`config.mk`:
```
export PLATFORM = sky130hd
export DESIGN_NAME = pwm_peripheral_flat
export DESIGN_NICKNAME = d
export VERILOG_FILES = /design/src/rtl/pwm_pkg.sv /design/src/rtl/pwm_if.sv /design/src/rtl/pwm_timebase.sv /design/src/rtl/pwm_peripheral.sv /design/src/flat_wrapper.sv
export SDC_FILE = /design/constraint.sdc
export NUM_CORES = 1
export LEC_CHECK = 0
export ABC_AREA = 1
export BUFFER_PORTS_ARGS = -buffer_cell sky130_fd_sc_hd__buf_2
export CAP_MARGIN = 20
export CORE_ASPECT_RATIO = 1.2
export CORE_MARGIN = 10
export CORE_UTILIZATION = 30
export DETAILED_ROUTE_END_ITERATION = 12
export MAX_ROUTING_LAYER = met4
export SKIP_LAST_GASP = 1
export SYNTH_ARGS = -nofsm -noshare
export SYNTH_HDL_FRONTEND = slang
export SYNTH_SLANG_ARGS = --single-unit
```
`constraint.sdc`:
```
create_clock -name clk -period 2.4 [get_ports clk]
set_clock_uncertainty 0.05 [all_clocks]
set_input_delay 0.48 -clock clk [delete_from_list [all_inputs] [get_ports clk]]
set_output_delay 0.48 -clock clk [all_outputs]
set_load 0.01 [all_outputs]
```
`src/rtl/pwm_pkg.sv`:
```
// pwm_pkg: register map, defaults and the shared register bundle
// for the PWM peripheral and its timebase.
package pwm_pkg;

  localparam logic [6:0] ADDR_EN_LO  = 7'h00;
  localparam logic [6:0] ADDR_EN_HI  = 7'h01;
  localparam logic [6:0] ADDR_PWM_LO = 7'h02;
  localparam logic [6:0] ADDR_PWM_HI = 7'h03;
  localparam logic [6:0] ADDR_DUTY   = 7'h04;

  localparam int DEF_MAX_ADDR = 4;
  localparam int DEF_CLK_DIV  = 10;

  typedef struct packed {
    logic [15:0] en_out;
    logic [15:0] pwm_en;
    logic [7:0]  duty;
  } pwm_regs_t;

  // 0xFF is a true 100% duty, not 255/256
  function automatic logic pwm_level(
    input logic [7:0] cnt,
    input logic [7:0] duty
  );
    return (duty == 8'hFF) || (cnt < duty);
  endfunction

endpackage

```
`src/rtl/pwm_if.sv`:
```
// pwm_if: decoded register-write strobe from the SPI front end.
// Write-only, single-cycle, no backpressure.
interface pwm_if;

  logic       wr_valid;
  logic [6:0] wr_addr;
  logic [7:0] wr_data;

  modport master (
    output wr_valid,
    output wr_addr,
    output wr_data
  );

  modport slave (
    input wr_valid,
    input wr_addr,
    input wr_data
  );

endinterface

```
`src/rtl/pwm_timebase.sv`:
```
// pwm_timebase: clock prescaler and 8-bit PWM counter.
// wrap is high on the cycle whose edge moves the counter 255->0.
module pwm_timebase
  import pwm_pkg::*;
#(
  parameter int CLK_DIV = DEF_CLK_DIV
) (
  input  logic       clk,
  input  logic       rst,
  output logic [7:0] cnt,
  output logic       wrap
);

  localparam int PW = (CLK_DIV > 1) ? $clog2(CLK_DIV) : 1;
  localparam logic [PW-1:0] PS_LAST = PW'(CLK_DIV - 1);

  logic [PW-1:0] prescaler;
  logic          tick;

  assign tick = (prescaler == PS_LAST);
  assign wrap = tick && (cnt == 8'hFF);

  // prescaler divides clk; counter advances once per tick
  always_ff @(posedge clk or posedge rst) begin
    if (rst) begin
      prescaler <= '0;
      cnt       <= '0;
    end else begin
      prescaler <= tick ? '0 : prescaler + PW'(1);
      if (tick) cnt <= cnt + 8'd1;
    end
  end

endmodule

```
`src/rtl/pwm_peripheral.sv`:
```
// pwm_peripheral: register bank, duty shadow and 16-pin output mux.
// Define PWM_SHADOW_EN to defer duty changes to the period boundary.
module pwm_peripheral
  import pwm_pkg::*;
#(
  parameter int CLK_DIV  = DEF_CLK_DIV,
  parameter int MAX_ADDR = DEF_MAX_ADDR
) (
  input  logic        clk,
  input  logic        rst,
  pwm_if.slave        bus,
  output logic [15:0] out,
  output logic        period_start,
  output logic [7:0]  duty_active
);

  localparam logic [6:0] MAX_A = 7'(MAX_ADDR);

  pwm_regs_t  regs;
  logic [7:0] cnt;
  logic       wrap;
  logic       lvl;
  logic       wr_hit;

  pwm_timebase #(
    .CLK_DIV(CLK_DIV)
  ) u_timebase (
    .clk (clk),
    .rst (rst),
    .cnt (cnt),
    .wrap(wrap)
  );

  assign wr_hit = bus.wr_valid && (bus.wr_addr <= MAX_A);

  // register bank; out-of-range addresses are dropped
  always_ff @(posedge clk or posedge rst) begin
    if (rst) begin
      regs <= '0;
    end else if (wr_hit) begin
      case (bus.wr_addr)
        ADDR_EN_LO:  regs.en_out[7:0]  <= bus.wr_data;
        ADDR_EN_HI:  regs.en_out[15:8] <= bus.wr_data;
        ADDR_PWM_LO: regs.pwm_en[7:0]  <= bus.wr_data;
        ADDR_PWM_HI: regs.pwm_en[15:8] <= bus.wr_data;
        ADDR_DUTY:   regs.duty         <= bus.wr_data;
        default: ;
      endcase
    end
  end

`ifdef PWM_SHADOW_EN
  logic [7:0] active_q;

  // regs.duty acts as the shadow; it is applied only at the wrap
  always_ff @(posedge clk or posedge rst) begin
    if (rst) active_q <= '0;
    else if (wrap) active_q <= regs.duty;
  end

  assign duty_active = active_q;
`else
  assign duty_active = regs.duty;
`endif

  assign lvl = pwm_level(cnt, duty_active);

  // registered pin drive and period strobe
  always_ff @(posedge clk or posedge rst) begin
    if (rst) begin
      out          <= '0;
      period_start <= 1'b0;
    end else begin
      out          <= regs.en_out & (~regs.pwm_en | {16{lvl}});
      period_start <= wrap;
    end
  end

endmodule
```
`src/flat_wrapper.sv`:
```
// flat-port wrapper written by rule: the top's interface ports become plain ports
module pwm_peripheral_flat import pwm_pkg::*;
#(
  parameter int CLK_DIV  = DEF_CLK_DIV,
  parameter int MAX_ADDR = DEF_MAX_ADDR
)
  (clk, rst, out, period_start, duty_active, bus_wr_valid, bus_wr_addr, bus_wr_data);
  pwm_if bus_i ();
  input  logic clk;
  input  logic rst;
  output logic [15:0] out;
  output logic period_start;
  output logic [7:0] duty_active;
  input wire logic [$bits(bus_i.wr_valid)-1:0] bus_wr_valid;
  input wire logic [$bits(bus_i.wr_addr)-1:0] bus_wr_addr;
  input wire logic [$bits(bus_i.wr_data)-1:0] bus_wr_data;
  assign bus_i.wr_valid = bus_wr_valid;
  assign bus_i.wr_addr = bus_wr_addr;
  assign bus_i.wr_data = bus_wr_data;
  pwm_peripheral #(.CLK_DIV(CLK_DIV), .MAX_ADDR(MAX_ADDR)) u_core (.clk(clk), .rst(rst), .bus(bus_i), .out(out), .period_start(period_start), .duty_active(duty_active));
endmodule
```
==> impl_metrics.tcl, run 1 <==
set metrics [dict create \
    vias 2396 \
    clock_sinks 69 \
    coreArea_um2 10500 \
    max_freq_mhz 509 \
    yosysSeqAreaShare_pct 53.4 \
    reg2reg_setup_slack_ns 0.44 \
    wirelength_um 7050 \
    syn_area_um2 3230 \
    io_pins 43 \
    worstSetupStartpointType "flip-flop" \
    die_area_um2 15300 \
    tightest_slew_ns 0.697 \
    cp-endpoint "u_core.out[1]" \
    rsz0062_at_grt "false" \
    place_congestion 0.784 \
    power_density_nw_per_um2 765 \
    areaGrowthSynthToFinish_pct 18.5 \
    cts_resized 0 \
    ff2ff_path_depth 9 \
    cts_hold_buf 0 \
    peakVddDrop_mv 0.355 \
    setup_violations 0 \
    synth_ff_type "dfrtp_1" \
    critical_path_required_ns 2.61 \
    drc 0 \
    min_path_type "in -> async" \
    power.leakage_uw 0.00212 \
    setup_slack_ns 0.436 \
    synth_top_cell_area_share_pct 53.4 \
    synth_cell_type_count 28 \
    drive_gt1_share_pct 19.4 \
    cts_buffer_depth 2 \
    hold_violations 0 \
    critical_path.startpoint "u_core.duty_active[5]" \
    place_ws_ns 0.267 \
    layout.nets 414 \
    syn_avg_cell_area_um2 9.23 \
    r2r-end "u_core.out[1]" \
    grt_antenna_before_repair 0 \
    synth_fp_nets 376 \
    yosys-top-cells-area "dfrtp_1, nand2_1, nand4_1, inv_1, nand3_1" \
    crit_path_end_kind "flip-flop" \
    first_iter_violations 160 \
    die_y_um 134 \
    final_util_pct 36.4 \
    grt_pass1_vias 2547 \
    cts.reportedPaths.clkPinSlew_ns 0.06 \
    setup_tns_ns 0 \
    worstReg2RegStart "u_core.duty_active[5]" \
    min_period_ns 1.96 \
    diodes 0 \
    grt_pass1_wl_um 12500 \
    drtPass1Iterations 4 \
    synthMostInstantiatedCell "nand2_1" \
    viasPerCell 4.60 \
    critPathKind "reg -> reg" \
    slew_viol_final 0 \
    cts-root-buf "clkbuf_16" \
    final.period_utilization_pct 81.8 \
    yosysWarnings 0 \
    synth_common_cells "nand2_1, dfrtp_1, inv_1, nand4_1, nand3_1" \
    htree_levels 3 \
    die_x_um 115 \
    start_util_pct 30.7 \
    async_flop_share_pct 100 \
    syn_inst 350 \
    max_cap_violations 0 \
    yosys_register_bits 69 \
    ant_nets 0 \
    rows 41 \
    postCtsSetupRepairBufs 0 \
    crit_arrival_ns 2.18 \
    grt_overflow 0 \
    relSlewSlack_pct 53.4 \
    synth_edf_count 0 \
    status "finished clean" \
    numCtsBuffers 9 \
    path_max_fanout 16 \
    grt_max_degree 70 \
    dp_hpwl_um 5010 \
    wl_per_cell_um 13.5 \
    clock_latency_ns 0.33 \
    grt.total_usage_pct 10.3 \
    synth_area_leader_cell "dfrtp_1" \
    power_uw 2930 \
    cts_tree "built" \
    port_buffers 42 \
]
[how the worst min path moves through the flow]
stage | slack [ns] | end | from | cells after the start
after global placement | 0.41 | u_core.regs[30] | u_core.regs[30] | 2
after global routing | 0.22 | u_core.out[8] | rst | 3
final | 0.16 | u_core.out[8] | rst | 3
after floorplan | 0.39 | u_core.out[10] | u_core.regs[34] | 2
after detailed placement | 0.40 | u_core.out[6] | u_core.regs[30] | 2
after CTS | 0.20 | u_core.out[11] | rst | 3
[worst max-delay path, stage by stage (launching register included)]
cell and delay [ns]:
dfrtp_1 0.38, inv_1 0.07, ha_1 0.31, a21oi_1 0.15, nor2_1 0.05, nor3_1 0.15, nand2_1 0.39, nand3_1 0.18
nand2_1 0.10, inv_1 0.07
[sequential cells by signal, summed over array words and instances (netlist names)]
register / cells
u_core.duty_active: 8
u_core.out: 16
u_core.period_start: 1
u_core.regs: 32
u_core.u_timebase.cnt: 8
u_core.u_timebase.prescaler: 4
[through the flow]
stage	cell area [um^2]	instances	hold WS, ns
detailed placement	3490	506	0.402
finish	3830	521	0.156
global placement	3490	506	0.406
floorplan	3230	350	0.386
global route	3830	521	0.215
CTS	3830	521	0.196
[final cells by class]
type / count / area, um^2
clock inverter: 6 / 113
multi-input combinational: 215 / 1160
clock buffer: 9 / 225
inverter: 46 / 180
fill: 1064 / 6690
timing repair buffer: 47 / 260
sequential: 69 / 1730
tap: 129 / 161
[cell families (layout without fill, tap and decap cells)]
group           after synthesis  in the layout  share of synthesized area, %
compound gates               13             13                          2.36
xor+xnor                      8              8                          2.17
fa+ha+maj                     8              8                          3.10
buf+inv                      66            108                          10.6
flops                        69             69                          53.4
mux                           1              1                         0.349
simple gates                185            185                          28.0
[per-layer routing]
metal,share of wire (%),global-route usage [%],up-vias
li1,-,-,1197
met1,46,12.7,1133
met2,49,15.8,56
met4,1.7,3.65,0
met5,0,-,-
met3,3.1,2.70,10
[layout by cell type (no fill, tap or decap)]
| cell | synthesis | routed |
|---|---|---|
| nand2_1 | 108 | 108 |
| dfrtp_1 | 69 | 69 |
| inv_1 | 44 | 43 |
| buf_2 | 4 | 42 |
| nand4_1 | 32 | 32 |
| nand3_1 | 21 | 21 |
| o21ai_0 | 9 | 9 |
| clkbuf_16 | 0 | 9 |
| nor2_1 | 8 | 8 |
| ha_1 | 8 | 8 |
| xor2_1 | 7 | 7 |
| nand3_4 | 5 | 5 |
| buf_4 | 8 | 4 |
| nor2_2 | 3 | 3 |
| a21oi_1 | 3 | 3 |
| nor3_1 | 3 | 3 |
| clkinvlp_4 | 0 | 3 |
| bufinv_16 | 0 | 3 |
| mux2_2 | 1 | 1 |
| xnor2_1 | 1 | 1 |
| inv_8 | 1 | 1 |
| nand3_2 | 1 | 1 |
| clkinv_1 | 1 | 1 |
| or2_1 | 1 | 1 |
| o21ai_4 | 1 | 1 |
| nor4_1 | 1 | 1 |
| nor3b_1 | 1 | 1 |
| inv_2 | 0 | 1 |
| nor2_4 | 1 | 1 |
| buf_12 | 0 | 1 |
[power breakdown]
group | switching, uW | total [uW] | internal (uW) | leakage [uW]
registers | 22.4 | 1220 | 1200 | 0.000942
logic | 152 | 218 | 65.7 | 0.00102
clock network | 477 | 1480 | 1010 | 0.000154
total | 652 | 2930 | 2280 | 0.00212
(Power assumes the default switching activity.)
==> run 2: changes to the inputs <==
ABC_AREA = 0   (was 1)
clock period = 1.8 ns   (was 2.4 ns; I/O delays follow)
==> run 2 against run 1 <==
The run now ends with setup timing left. Synthesized cell count decreased by 41%. Sequential share of layout area decreased by 0.92 points. Critical path depth decreased by 1. Routed wire length decreased by 12%. Synthesized area decreased by 10%. Combinational power increased by 140%. Hold slack got worse by 0.098 ns. Via count decreased by 23%. Setup slack got worse by 0.44 ns. Core utilization increased by 4.9 points. Sequential power increased by 39%. Global-route usage decreased by 0.50 points. Largest cell class unchanged. Largest power group is now registers.
==> impl_metrics.tcl, run 2 <==
set metrics [dict create \
    status "complete, but fails checks" \
    violations "setup timing" \
    hold_violations 0 \
    htree_levels 3 \
    viasPerCell 4.44 \
    final.period_utilization_pct 100 \
    grt.total_usage_pct 9.77 \
    cp_slowest_cell "dfrtp_1" \
    synth_top_family_by_area "multiplexers" \
    crit_path_end_kind "flip-flop" \
    path_max_fanout 6 \
    first_iter_violations 43 \
    slew_viol_final 0 \
    areaGrowthSynthToFinish_pct 34.9 \
    place_ws_ns -0.328 \
    vias 1838 \
    n_fill_cell 910 \
    relSlewSlack_pct 74.9 \
    grt_max_degree 70 \
    min_path_type "in -> async" \
    die_area_um2 14000 \
    worstSetupStartpointType "flip-flop" \
    timing.critical_path.buf_inv 3 \
    clock_latency_ns 0.33 \
    largest_reg_flops 32 \
    layout.cells.most_common "dfrtp_1" \
    crit_family "compound AO/OA/AOI/OAI gates" \
    diodes 0 \
    syn_avg_cell_area_um2 14.1 \
    io_pins 43 \
    syn_area_um2 2900 \
    die_y_um 128 \
    layout.nets 312 \
    path_cells "ha_1 -> buf_6 -> a41o_1 -> a21oi_2 -> o32ai_4 -> buf_6 -> buf_6 -> a21boi_2" \
    cts_tree "built" \
    critPathKind "reg -> reg" \
    crit_cells 8 \
    drive_gt1_share_pct 53.6 \
    synth_ff_type "dfrtp_1" \
    die_x_um 110 \
    synth-xor-area-share_pct 2.42 \
    dp_hpwl_um 4450 \
    yosys_register_bits 69 \
    top_regs "u_core.regs (32), u_core.out (16)" \
    yosys-top-cells-area "dfrtp_1, mux2_2, a21boi_0, mux2_4, ha_1" \
    max_freq_mhz 555 \
    critical_path_required_ns 2.01 \
    ff2ff_path_depth 8 \
    place_congestion 0.733 \
    synth_cell_type_count 35 \
    synth_area_leader_cell "dfrtp_1" \
    yosysWarnings 0 \
    drtPass1Iterations 4 \
    tightest_slew_ns 0.377 \
    yosysSeqAreaShare_pct 59.6 \
    grt_overflow 0 \
    wl_per_cell_um 15.0 \
    cp_slowest_stage_delay_ns 0.39 \
    cts-root-buf "clkbuf_16" \
    clock_sinks 69 \
    rows 39 \
    multiInputGateArea_um2 1160 \
    peakVddDrop_mv 0.429 \
    power_density_nw_per_um2 986 \
    crit_arrival_ns 2.01 \
    setup_slack_ns -0.000689 \
    reg2reg_setup_slack_ns -0.0007 \
    regArea_um2 1730 \
    grt_pass1_wl_um 10200 \
    synthSimpleGateAreaFrac_pct 6.48 \
    synth-compound-area-share_pct 6.61 \
    crit_top_cell "buf_6" \
    regMostFlops "u_core.regs" \
    synth_fp_nets 232 \
    grt_antenna_before_repair 0 \
    synth_edf_count 0 \
    worstReg2RegStart "u_core.u_timebase.cnt[7]" \
    synthAdderAreaFrac_pct 3.46 \
    ant_nets 0 \
    coreArea_um2 9470 \
    wirelength_um 6210 \
    rsz0062_at_grt "true" \
    setup_tns_ns -0.000689 \
    drc 0 \
    async_flop_share_pct 100 \
    synthMostInstantiatedCell "dfrtp_1" \
    grt_pass1_vias 2012 \
    start_util_pct 30.6 \
    numCtsBuffers 9 \
    min_period_ns 1.80 \
    placed_cell_area_um2 3460 \
    power_uw 3850 \
    layout_common_cells "dfrtp_1, buf_2, mux2_2" \
    port_buffers 42 \
    max_cap_violations 0 \
    synth_common_cells "dfrtp_1, mux2_2, a21boi_0, inv_1, buf_4" \
    cts.reportedPaths.clkPinSlew_ns 0.05 \
    cts_buffer_depth 2 \
    synth_mux_area_share_pct 17.3 \
    final_cell_area_um2 3910 \
    final_util_pct 41.3 \
    r2r-end "u_core.out[10]" \
    power.leakage_uw 0.00199 \
    synth_top_cell_area_share_pct 59.6 \
    syn_inst 206 \
    setup_violations 1 \
]
run 2: cell types whose count changed in the layout (fill, tap and decap cells not counted), sizes merged, moves of 7 or more:
cell and change:
a21boi +16, buf +34, inv -36, mux2 +40, nand2 -100, nand3 -24
nand4 -29, nor2 -9, o21ai -7
run 2: what timing repair did:
action                                  4_1_cts  5_1_grt
resized for setup                            30       13
pin swaps                                    15        3
endpoints found under the setup margin       16       16
hold buffers                                  0        0
buffers inserted                              5        1
run 2: cells by family after synthesis:
| logic type | count (synthesis) |
|---|---|
| AO/OA/AOI/OAI | 26 |
| XOR/XNOR | 8 |
| adder cells (fa/ha/maj) | 8 |
| buffers and inverters | 22 |
| flip-flops | 69 |
| multiplexers | 42 |
| AND/OR/NAND/NOR | 31 |
run 2: area by class of cell:
cell class	instances	share of cell area [%]
well taps	123	3.94
clock inverters	3	0.512
clock buffers	13	6.66
multi-input cells	115	29.8
inverters	10	1.06
flip-flops and latches	69	44.2
repair buffers	81	13.9
run 2: worst max-delay path by stage:
stage                        startpoint               to  slack, ns
2_1_floorplan            bus_wr_addr[3]  u_core.regs[10]      0.008
3_3_place_gp   u_core.u_timebase.cnt[7]    u_core.out[5]      -0.26
3_5_place_dp   u_core.u_timebase.cnt[7]    u_core.out[7]      -0.33
4_1_cts        u_core.u_timebase.cnt[7]   u_core.out[10]      -0.05
5_1_grt        u_core.u_timebase.cnt[7]    u_core.out[7]      -0.07
6_report       u_core.u_timebase.cnt[7]   u_core.out[10]    -0.0007
run 2: metal layers:
layer | global-route usage (%) | vias up | routed length [um]
met5 | - | - | 0
li1 | - | 880 | -
met4 | 4.91 | 0 | 117
met2 | 15.2 | 34 | 3260
met1 | 11.3 | 911 | 2660
met3 | 2.52 | 13 | 169
run 2: tightest hold or removal path, cell delays in order:
cell and delay (ns):
buf_2 0.11, clkinvlp_4 0.07, buf_12 0.29
run 2: where the power goes:
| part | leakage (uW) | internal, uW | total (uW) | switching (uW) |
|---|---|---|---|---|
| clock network | 0.000132 | 1010 | 1640 | 630 |
| registers | 0.000930 | 1660 | 1700 | 48.2 |
| logic | 0.000931 | 277 | 515 | 238 |
run 2: through the flow:
step | std cells | hold WS, ns
finish | 414 | 0.0579
global route | 414 | 0.104
CTS | 413 | 0.0885
detailed placement | 392 | 0.398
global placement | 392 | 0.384
floorplan | 206 | 0.373
